`config.mk`:
```
export PLATFORM = sky130hd
export DESIGN_NAME = pwm_sample_scheduler
export DESIGN_NICKNAME = d
export VERILOG_FILES = /design/src/rtl/synth_pkg.sv /design/src/rtl/sample_fifo.sv /design/src/rtl/pwm_sample_scheduler.sv
export SDC_FILE = /design/constraint.sdc
export NUM_CORES = 1
export LEC_CHECK = 0
export CAP_MARGIN = 25
export CORE_UTILIZATION = 40
export CTS_BUF_LIST = sky130_fd_sc_hd__clkbuf_8
export CTS_CLUSTER_SIZE = 25
export DETAILED_ROUTE_END_ITERATION = 7
export SLEW_MARGIN = 40
export SYNTH_ARGS = -nofsm -noshare
export SYNTH_HDL_FRONTEND = slang
export SYNTH_HIERARCHICAL = 1
export SYNTH_SLANG_ARGS = --single-unit
```
`constraint.sdc`:
```
create_clock -name clk -period 5.61 [get_ports clk]
set_input_delay 1.122 -clock clk [delete_from_list [all_inputs] [get_ports clk]]
set_output_delay 1.122 -clock clk [all_outputs]
set_load 0.01 [all_outputs]
```
`src/rtl/synth_pkg.sv`:
```
// Shared definitions for the PWM sample scheduler slice.
//   DEFAULT_SAMPLE_W   : default sample / duty width
//   DEFAULT_IDLE_LEVEL : default duty while not running (midscale)
//   sample_t           : sample word at the default width
//   sched_state_t      : scheduler states IDLE / PRIME / RUN
package synth_pkg;

  localparam int DEFAULT_SAMPLE_W   = 8;
  localparam int DEFAULT_IDLE_LEVEL = 128;

  typedef logic [DEFAULT_SAMPLE_W-1:0] sample_t;

  typedef enum logic [1:0] {
    IDLE,
    PRIME,
    RUN
  } sched_state_t;

endpackage

```
`src/rtl/sample_fifo.sv`:
```
// Small synchronous sample FIFO with push/pop, flush and an occupancy counter.
// Ports:
//   clk, rst   : clock and synchronous active-high reset
//   flush      : empties the FIFO on the next edge; wins over a same-cycle push
//   push       : write push_data (ignored while full)
//   push_data  : data to write
//   pop        : advance the read pointer (ignored while empty)
//   head       : oldest entry; a pushed word shows up here one cycle later
//   full       : registered full flag, so a pop does not free a slot until the next cycle
//   empty      : occupancy is zero
//   level      : current occupancy, 0..DEPTH
module sample_fifo #(
  parameter int WIDTH = 8,
  parameter int DEPTH = 4
) (
  input  logic                     clk,
  input  logic                     rst,
  input  logic                     flush,
  input  logic                     push,
  input  logic [WIDTH-1:0]         push_data,
  input  logic                     pop,
  output logic [WIDTH-1:0]         head,
  output logic                     full,
  output logic                     empty,
  output logic [$clog2(DEPTH):0]   level
);

  localparam int PTR_W   = $clog2(DEPTH);
  localparam int LEVEL_W = PTR_W + 1;

  logic [WIDTH-1:0]   mem [DEPTH];
  logic [PTR_W-1:0]   wr_ptr;
  logic [PTR_W-1:0]   rd_ptr;
  logic [LEVEL_W-1:0] level_next;
  logic               push_ok;
  logic               pop_ok;

  assign push_ok = push && !full && !flush && !rst;
  assign pop_ok  = pop && !empty && !flush;
  assign empty   = (level == '0);
  assign head    = mem[rd_ptr];

  // Occupancy after this edge; drives the registered full flag.
  always_comb begin
    level_next = level;
    if (push_ok && !pop_ok) begin
      level_next = level + 1'b1;
    end else if (pop_ok && !push_ok) begin
      level_next = level - 1'b1;
    end
  end

  // Pointers wrap naturally because DEPTH is a power of two.
  always_ff @(posedge clk) begin
    if (rst || flush) begin
      wr_ptr <= '0;
      rd_ptr <= '0;
      level  <= '0;
      full   <= 1'b0;
    end else begin
      if (push_ok) wr_ptr <= wr_ptr + 1'b1;
      if (pop_ok)  rd_ptr <= rd_ptr + 1'b1;
      level <= level_next;
      full  <= (level_next == LEVEL_W'(DEPTH));
    end
  end

  // Storage needs no reset; pointers define what is valid.
  always_ff @(posedge clk) begin
    if (push_ok) mem[wr_ptr] <= push_data;
  end

endmodule

```
`src/rtl/pwm_sample_scheduler.sv`:
```
// Sequencing controller in front of the PWM comparator. Buffers samples,
// owns the frame counter and loads a new duty only at frame boundaries.
// Ports:
//   clk, rst      : clock and synchronous active-high reset
//   en            : run enable
//   in_sample     : sample from producer, accepted when in_valid && in_ready
//   in_valid      : in_sample valid
//   in_ready      : FIFO not full
//   underrun_clr  : clears the sticky underrun flag
//   duty          : registered duty to the comparator
//   count         : registered frame counter (comparator high while count < duty)
//   frame_start   : high while count==0 in RUN
//   underrun      : sticky, a frame boundary found the FIFO empty
//   fifo_level    : FIFO occupancy
module pwm_sample_scheduler
  import synth_pkg::*;
#(
  parameter int SAMPLE_W    = DEFAULT_SAMPLE_W,
  parameter int FIFO_DEPTH  = 4,
  parameter int PRIME_LEVEL = 2,
  parameter int IDLE_LEVEL  = DEFAULT_IDLE_LEVEL
) (
  input  logic                          clk,
  input  logic                          rst,
  input  logic                          en,
  input  logic [SAMPLE_W-1:0]           in_sample,
  input  logic                          in_valid,
  output logic                          in_ready,
  input  logic                          underrun_clr,
  output logic [SAMPLE_W-1:0]           duty,
  output logic [SAMPLE_W-1:0]           count,
  output logic                          frame_start,
  output logic                          underrun,
  output logic [$clog2(FIFO_DEPTH):0]   fifo_level
);

  localparam int LEVEL_W = $clog2(FIFO_DEPTH) + 1;
  localparam logic [SAMPLE_W-1:0] IDLE_DUTY = SAMPLE_W'(IDLE_LEVEL);
  localparam logic [SAMPLE_W-1:0] COUNT_MAX = {SAMPLE_W{1'b1}};

  sched_state_t        state;
  sched_state_t        state_next;
  logic [SAMPLE_W-1:0] count_next;
  logic [SAMPLE_W-1:0] duty_next;
  logic [SAMPLE_W-1:0] fifo_head;
  logic                fifo_full;
  logic                fifo_empty;
  logic                push;
  logic                pop;
  logic                flush;
  logic                set_underrun;

  assign in_ready    = !fifo_full;
  assign push        = in_valid && in_ready;
  assign frame_start = (state == RUN) && (count == '0);

  sample_fifo #(
    .WIDTH(SAMPLE_W),
    .DEPTH(FIFO_DEPTH)
  ) u_fifo (
    .clk       (clk),
    .rst       (rst),
    .flush     (flush),
    .push      (push),
    .push_data (in_sample),
    .pop       (pop),
    .head      (fifo_head),
    .full      (fifo_full),
    .empty     (fifo_empty),
    .level     (fifo_level)
  );

  // Next-state and datapath control. Dropping en in RUN takes priority over
  // a frame boundary and flushes the FIFO, discarding any same-cycle push.
  always_comb begin
    state_next   = state;
    count_next   = count;
    duty_next    = duty;
    pop          = 1'b0;
    flush        = 1'b0;
    set_underrun = 1'b0;
    case (state)
      IDLE: begin
        count_next = '0;
        duty_next  = IDLE_DUTY;
        if (en) state_next = PRIME;
      end
      PRIME: begin
        count_next = '0;
        duty_next  = IDLE_DUTY;
        if (!en) begin
          state_next = IDLE;
        end else if (fifo_level >= LEVEL_W'(PRIME_LEVEL)) begin
          state_next = RUN;
          pop        = 1'b1;
          duty_next  = fifo_head;
        end
      end
      RUN: begin
        if (!en) begin
          state_next = IDLE;
          count_next = '0;
          duty_next  = IDLE_DUTY;
          flush      = 1'b1;
        end else begin
          count_next = count + 1'b1;
          if (count == COUNT_MAX) begin
            if (!fifo_empty) begin
              pop       = 1'b1;
              duty_next = fifo_head;
            end else begin
              set_underrun = 1'b1;
            end
          end
        end
      end
      default: begin
        state_next = IDLE;
      end
    endcase
  end

  // State, counter, duty and sticky underrun; a set beats a same-cycle clear.
  always_ff @(posedge clk) begin
    if (rst) begin
      state    <= IDLE;
      count    <= '0;
      duty     <= IDLE_DUTY;
      underrun <= 1'b0;
    end else begin
      state <= state_next;
      count <= count_next;
      duty  <= duty_next;
      if (set_underrun) begin
        underrun <= 1'b1;
      end else if (underrun_clr) begin
        underrun <= 1'b0;
      end
    end
  end

endmodule

```
==> flow_metrics.tcl, run 1 <==
set metrics [dict create \
    rsz0062_at_grt "false" \
    crit_slowest_cell "clkdlybuf4s50_1" \
    die_height_um 85.7 \
    post_cts_buffers 0 \
    max_cap_violations 0 \
    final_cells 361 \
    pin_count 35 \
    multiInputGateArea_mm2 0.00117 \
    syn_avg_cell_area_um2 12.5 \
    drt_iter0_drc 65 \
    slew-limit-headroom 0.588 \
    antenna_found_initial 0 \
    crit_family "simple AND/OR/NAND/NOR gates" \
    ys_seq_area_frac 0.550 \
    finalSetupTns_ns 0 \
    finalHoldViolations 0 \
    grt_usage 0.146 \
    critPathLaunchType "primary input" \
    core_area_mm2 0.00679 \
    drc_errors 0 \
    synth_enable_flop_cells 32 \
    clock_latency_ns 0.33 \
    grt_pass1_wl_mm 7.89 \
    die_w_um 85.7 \
    cts_sinks 61 \
    p_leak_nw 1.17 \
    hold_class "flip-flop to flip-flop" \
    ys_ff_latch 61 \
    wl_per_cell_um 13.8 \
    num_vias 1746 \
    cts.repair.resized 0 \
    clkTransAtPathRegs_ns 0.07 \
    port_buffers 34 \
    wirelength_mm 4.99 \
    arrival_ns 3.53 \
    tightest_slew_ns 0.615 \
    netlist_instances 225 \
    worstPathRequired_ns 5.84 \
    area_growth_pct 21.0 \
    gr-total-overflow 0 \
    power_density_mw_per_mm2 281 \
    p_total_uw 953 \
    numCtsBuffers 9 \
    fill_cells 613 \
    num_antenna_cells 0 \
    cp_max_fo 10 \
    fmax_mhz 303 \
    cts_tree "done" \
    synth.net_count 252 \
    dp.cells 345 \
    skew_ns 0.00879 \
    gp_congestion 0.756 \
    outcome "finished, final reports clean" \
    num_rows 30 \
    crit_buf_inv 1 \
    synth-main-ff-cell "edfxtp_1" \
    final_nets 287 \
    start_util 0.413 \
    async_flop_share 0 \
    synth.distinct_cells 50 \
    htreeDepth 3 \
    clockBufferDepth 2 \
    final_core_util 0.499 \
    antenna_left 0 \
    vias_per_cell 4.84 \
    yosysWarnings 6 \
    syn_area_mm2 0.00281 \
    die-area_mm2 0.00735 \
    cp_slowest_stage_delay_ns 0.71 \
    finalMaxSlewViolations 0 \
    seq_area_mm2 0.00154 \
    setup_violations 0 \
    hold_buffers 0 \
    end_kind "flip-flop" \
    path_class "primary input to flip-flop" \
    drtPass1Iterations 4 \
    finalCritPeriodShare 0.588 \
    hpwlAfterDp_mm 3.40 \
    period_needed_ns 3.30 \
    crit_chain "clkdlybuf4s50_1 > nand2_1 > a211oi_1 > nand2b_1 > o21a_1 > or4_4 > a2111oi_2" \
    grt_pass1_vias 1628 \
    vdd_ir_drop_max_mv 0.233 \
    grt_max_degree 17 \
    drive_gt1_frac 0.158 \
    root_buffer "clkbuf_8" \
]
==> worst register-to-register path, delay by kind of cell (launching register included) <==
family	cells	cell delay (ns)
simple gates	4	1.34
compound gates	3	0.88
fa+ha+maj	1	0.20
flops	1	0.48
buf+inv	1	0.13
==> layer usage <==
metal  wire length, um  track usage
met5                 0            0
met4                80       0.0773
met3               157       0.0375
met2              2400        0.231
met1              2360        0.184
==> registers in the layout, summed over array words and instances (netlist names), named ones only <==
register / count
duty: 8
u_fifo/level: 3
u_fifo/full: 1
u_fifo/wr_ptr: 2
count: 8
u_fifo/rd_ptr: 2
state: 2
u_fifo/mem: 32
underrun: 1
==> power breakdown <==
group	switching, mW	total, mW	internal [mW]
Combinational	0.0556	0.108	0.0527
Clock	0.186	0.347	0.161
Sequential	0.0127	0.497	0.485
Total	0.254	0.953	0.699
==> per-stage QoR <==
step,cell area [um2],hold slack (ns),setup WS [ns]
finish,3390,0.467,2.31
global route,3390,0.490,2.18
CTS,3390,0.471,2.34
detailed placement,3220,0.462,2.00
global placement,3220,0.457,2.08
floorplan,2810,0.488,2.64
==> path summary, 6_finish.rpt <==
check                                   from                      to  slack [ns]  depth (start not counted)
setup / recovery                          en  u_fifo/full$_SDFF_PP0_        2.31                          7
hold / removal         underrun$_SDFFE_PP0P_   underrun$_SDFFE_PP0P_        0.47                          2
setup reg to reg  u_fifo/level[1]$_SDFF_PP0_  u_fifo/full$_SDFF_PP0_        2.49                          9
hold reg to reg        underrun$_SDFFE_PP0P_   underrun$_SDFFE_PP0P_        0.47                          2
==> layout make-up <==
type                       instances  share of cell area
sequential                        61               0.454
multi-input combinational        142               0.345
timing repair buffer              34               0.100
clock buffer                       9              0.0365
tap                               96              0.0354
clock inverter                     7              0.0151
inverter                          12              0.0133
==> cell usage after synthesis (all sizes together), types with 4 or more instances <==
library cell | number | area (um2)
a21oi | 8 | 40.0
mux2i | 10 | 100
ha | 14 | 175
mux4 | 8 | 180
nor3 | 7 | 40.0
inv | 12 | 45.0
and2 | 4 | 30.0
clkbuf | 6 | 22.5
nand2 | 11 | 41.3
o21ai | 5 | 25.0
buf | 4 | 25.0
nor2 | 18 | 67.6
nand2b | 10 | 62.6
xnor2 | 5 | 43.8
dfxtp | 29 | 581
edfxtp | 32 | 961
==> layout by cell type, fill, tap and decap left out, types with 2 or more instances in the layout <==
master	count
mux4_2	8
clkdlybuf4s50_1	34
mux2i_1	10
clkinv_2	2
nor3_1	6
xor2_1	3
inv_1	12
nor3b_1	2
edfxtp_1	32
nand4_1	2
a211oi_1	2
xnor2_1	5
nand3_1	2
nor4_1	2
nand2b_1	10
nor2_1	18
ha_1	14
nand2_1	11
clkbuf_8	9
o21ai_0	5
o21a_1	2
dfxtp_1	29
clkinv_4	2
a21oi_1	8
nor2b_1	3
and2_2	4
clkinvlp_4	2
or2_2	2
==> cells by family (layout without fill, tap and decap cells) <==
group                    count (synthesis)  in the layout  synth area share
buffers and inverters                   22             62            0.0330
flip-flops                              61             61             0.550
AO/OA/AOI/OAI                           25             25            0.0647
adder cells (fa/ha/maj)                 14             14            0.0624
XOR/XNOR                                 8              8            0.0250
multiplexers                            18             18            0.0999
AND/OR/NAND/NOR                         77             77             0.165
Power figures use the tool's default switching activity.
==> run 2, diff against run 1 <==
==> constraint.sdc (replaced) <==
create_clock -name clk -period 3 [get_ports clk]
set_input_delay 0.6 -clock clk [delete_from_list [all_inputs] [get_ports clk]]
set_output_delay 0.6 -clock clk [all_outputs]
set_load 0.01 [all_outputs]
==> run 2 against run 1 <==
Effect of this change:
- combinational power rose by 110%
- largest power group unchanged
- die area did not move
- utilization rose by 0.90 points
- clock power rose by 83%
- via count rose by 2.0%
- setup slack got worse by 2.0 ns
- routed wire length rose by 1.9%
- clock skew barely moved
- register-to-register slack got worse by 2.2 ns
- sequential power rose by 85%
- count of clock-buffer cells in the layout did not move
==> flow_metrics.tcl, run 2 (same netlist as run 1, synthesis figures left out) <==
set metrics [dict create \
    crit_slowest_cell "or4_4" \
    hold_path_depth 2 \
    htreeDepth 3 \
    crit_chain "inv_1 > ha_1 > and2b_4 > or3_4 > a211oi_1 > nand2b_1 > o21a_1 > or4_4 > a2111oi_2" \
    cp_slowest_stage_delay_ns 0.48 \
    p_total_mw 1.78 \
    cts_tree "done" \
    reg_top3 "u_fifo/mem: 32 flops, count: 8 flops, duty: 8 flops" \
    clock_latency_ns 0.33 \
    start_util 0.413 \
    worstPathRequired_ns 3.23 \
    antenna_left 0 \
    hold_class "flip-flop to flip-flop" \
    drive_gt1_frac 0.183 \
    slew-limit-headroom 0.677 \
    final_nets 295 \
    core_area_mm2 0.00679 \
    end_kind "flip-flop" \
    pin_count 35 \
    die-area_mm2 0.00735 \
    max_flop_register "u_fifo/mem" \
    path_class "flip-flop to flip-flop" \
    period_needed_ns 2.73 \
    num_vias 1781 \
    skew_ns 0.00857 \
    post_cts_buffers 0 \
    gp_congestion 0.774 \
    rsz0062_at_grt "false" \
    final_cell_mix "clkdlybuf4s50_1 (34), edfxtp_1 (32), dfxtp_1 (29)" \
    rr_worst_depth 9 \
    port_buffers 34 \
    mostFrequentLayoutCell "clkdlybuf4s50_1" \
    drtPass1Iterations 4 \
    drt_iter0_drc 56 \
    clockBufferDepth 2 \
    finalMaxSlewViolations 0 \
    area_growth_pct 23.1 \
    drc_errors 0 \
    die_w_um 85.7 \
    vias_per_cell 4.83 \
    gr-total-overflow 0 \
    finalCritPeriodShare 0.910 \
    finalHoldViolations 0 \
    hpwlAfterDp_mm 3.61 \
    cts_sinks 61 \
    antenna_found_initial 0 \
    grt_pass1_wl_mm 8.51 \
    clkTransAtPathRegs_ns 0.07 \
    fill_cells 621 \
    wl_per_cell_um 13.8 \
    num_rows 30 \
    grt_usage 0.154 \
    cts.repair.resized 0 \
    grt_max_degree 16 \
    setup_violations 0 \
    finalSetupTns_ns 0 \
    power_density_mw_per_mm2 516 \
    root_buffer "clkbuf_8" \
    numCtsBuffers 9 \
    largest_reg_flops 32 \
    tightest_slew_ns 0.482 \
    p_leak_nw 1.22 \
    max_cap_violations 0 \
    critPathLaunchType "flip-flop" \
    fmax_mhz 366 \
    die_height_um 85.7 \
    arrival_ns 2.96 \
    num_antenna_cells 0 \
    wirelength_mm 5.09 \
    vdd_ir_drop_max_mv 0.229 \
    hold_buffers 0 \
    cp_max_fo 11 \
    outcome "finished, final reports clean" \
    grt_pass1_vias 1756 \
]
## run 2: changes by cell type in the layout (fill, tap and decap cells not counted)
cell / change
clkinv_4: +2
buf_4: +8
clkinvlp_4: -1
inv_6: -1
## run 2: final timing paths
kind	from	to	slack, ns
min	underrun$_SDFFE_PP0P_	underrun$_SDFFE_PP0P_	0.47
max	u_fifo/level[1]$_SDFF_PP0_	u_fifo/full$_SDFF_PP0_	0.27
min reg2reg	underrun$_SDFFE_PP0P_	underrun$_SDFFE_PP0P_	0.47
max reg2reg	u_fifo/level[1]$_SDFF_PP0_	u_fifo/full$_SDFF_PP0_	0.27
## run 2: final cells by class
cell class	instances	area (um2)	area share
clock buffers	9	124	0.0359
flip-flops and latches	61	1540	0.446
clock inverters	7	52.6	0.0152
well taps	96	120	0.0348
multi-input cells	142	1170	0.339
inverters	12	45.0	0.0130
repair buffers	42	400	0.116
## run 2: metrics by stage
stage	hold slack, ns	cells	util	cell area, um2	setup slack (ns)
after floorplan	0.488	225	-	2810	0.0275
after global routing	0.504	369	0.508	3450	0.0791
after global placement	0.460	353	0.483	3280	0.317
after detailed placement	0.465	353	0.483	3280	0.292
final	0.470	369	0.508	3450	0.269
after CTS	0.474	369	0.508	3450	0.265
## run 2: power breakdown
group / leakage (nW) / switching, mW / internal (mW)
combinational: 0.601 / 0.117 / 0.108
clock: 0.0891 / 0.335 / 0.301
sequential: 0.525 / 0.0137 / 0.906
## run 2: routing by layer
layer,vias to the layer above,part of all wire,track usage
met5,-,0,0
met4,0,0.021,0.0758
met3,9,0.034,0.0356
met2,34,0.46,0.234
met1,839,0.49,0.208
li1,899,-,-
## run 2: worst max-delay path: cells and delay by family (launching register included)
kind | cells | cell delay [ns]
and+or+nand+nor | 4 | 1.23
adders and majority gates | 1 | 0.18
buffers and inverters | 1 | 0.07
DFF | 1 | 0.32
AOI/OAI and AO/OA | 3 | 0.84
==> run 3, diff against run 2 <==
--- a/config.mk
+++ b/config.mk
@@ -5,6 +5,7 @@
 export SDC_FILE = /design/constraint.sdc
 export NUM_CORES = 1
 export LEC_CHECK = 0
+export ABC_CLOCK_PERIOD_IN_PS = 3000
 export CAP_MARGIN = 25
 export CORE_UTILIZATION = 40
 export CTS_BUF_LIST = sky130_fd_sc_hd__clkbuf_8
==> results of run 3 <==
Final layout, timing and power as in run 2 (identical DEF).
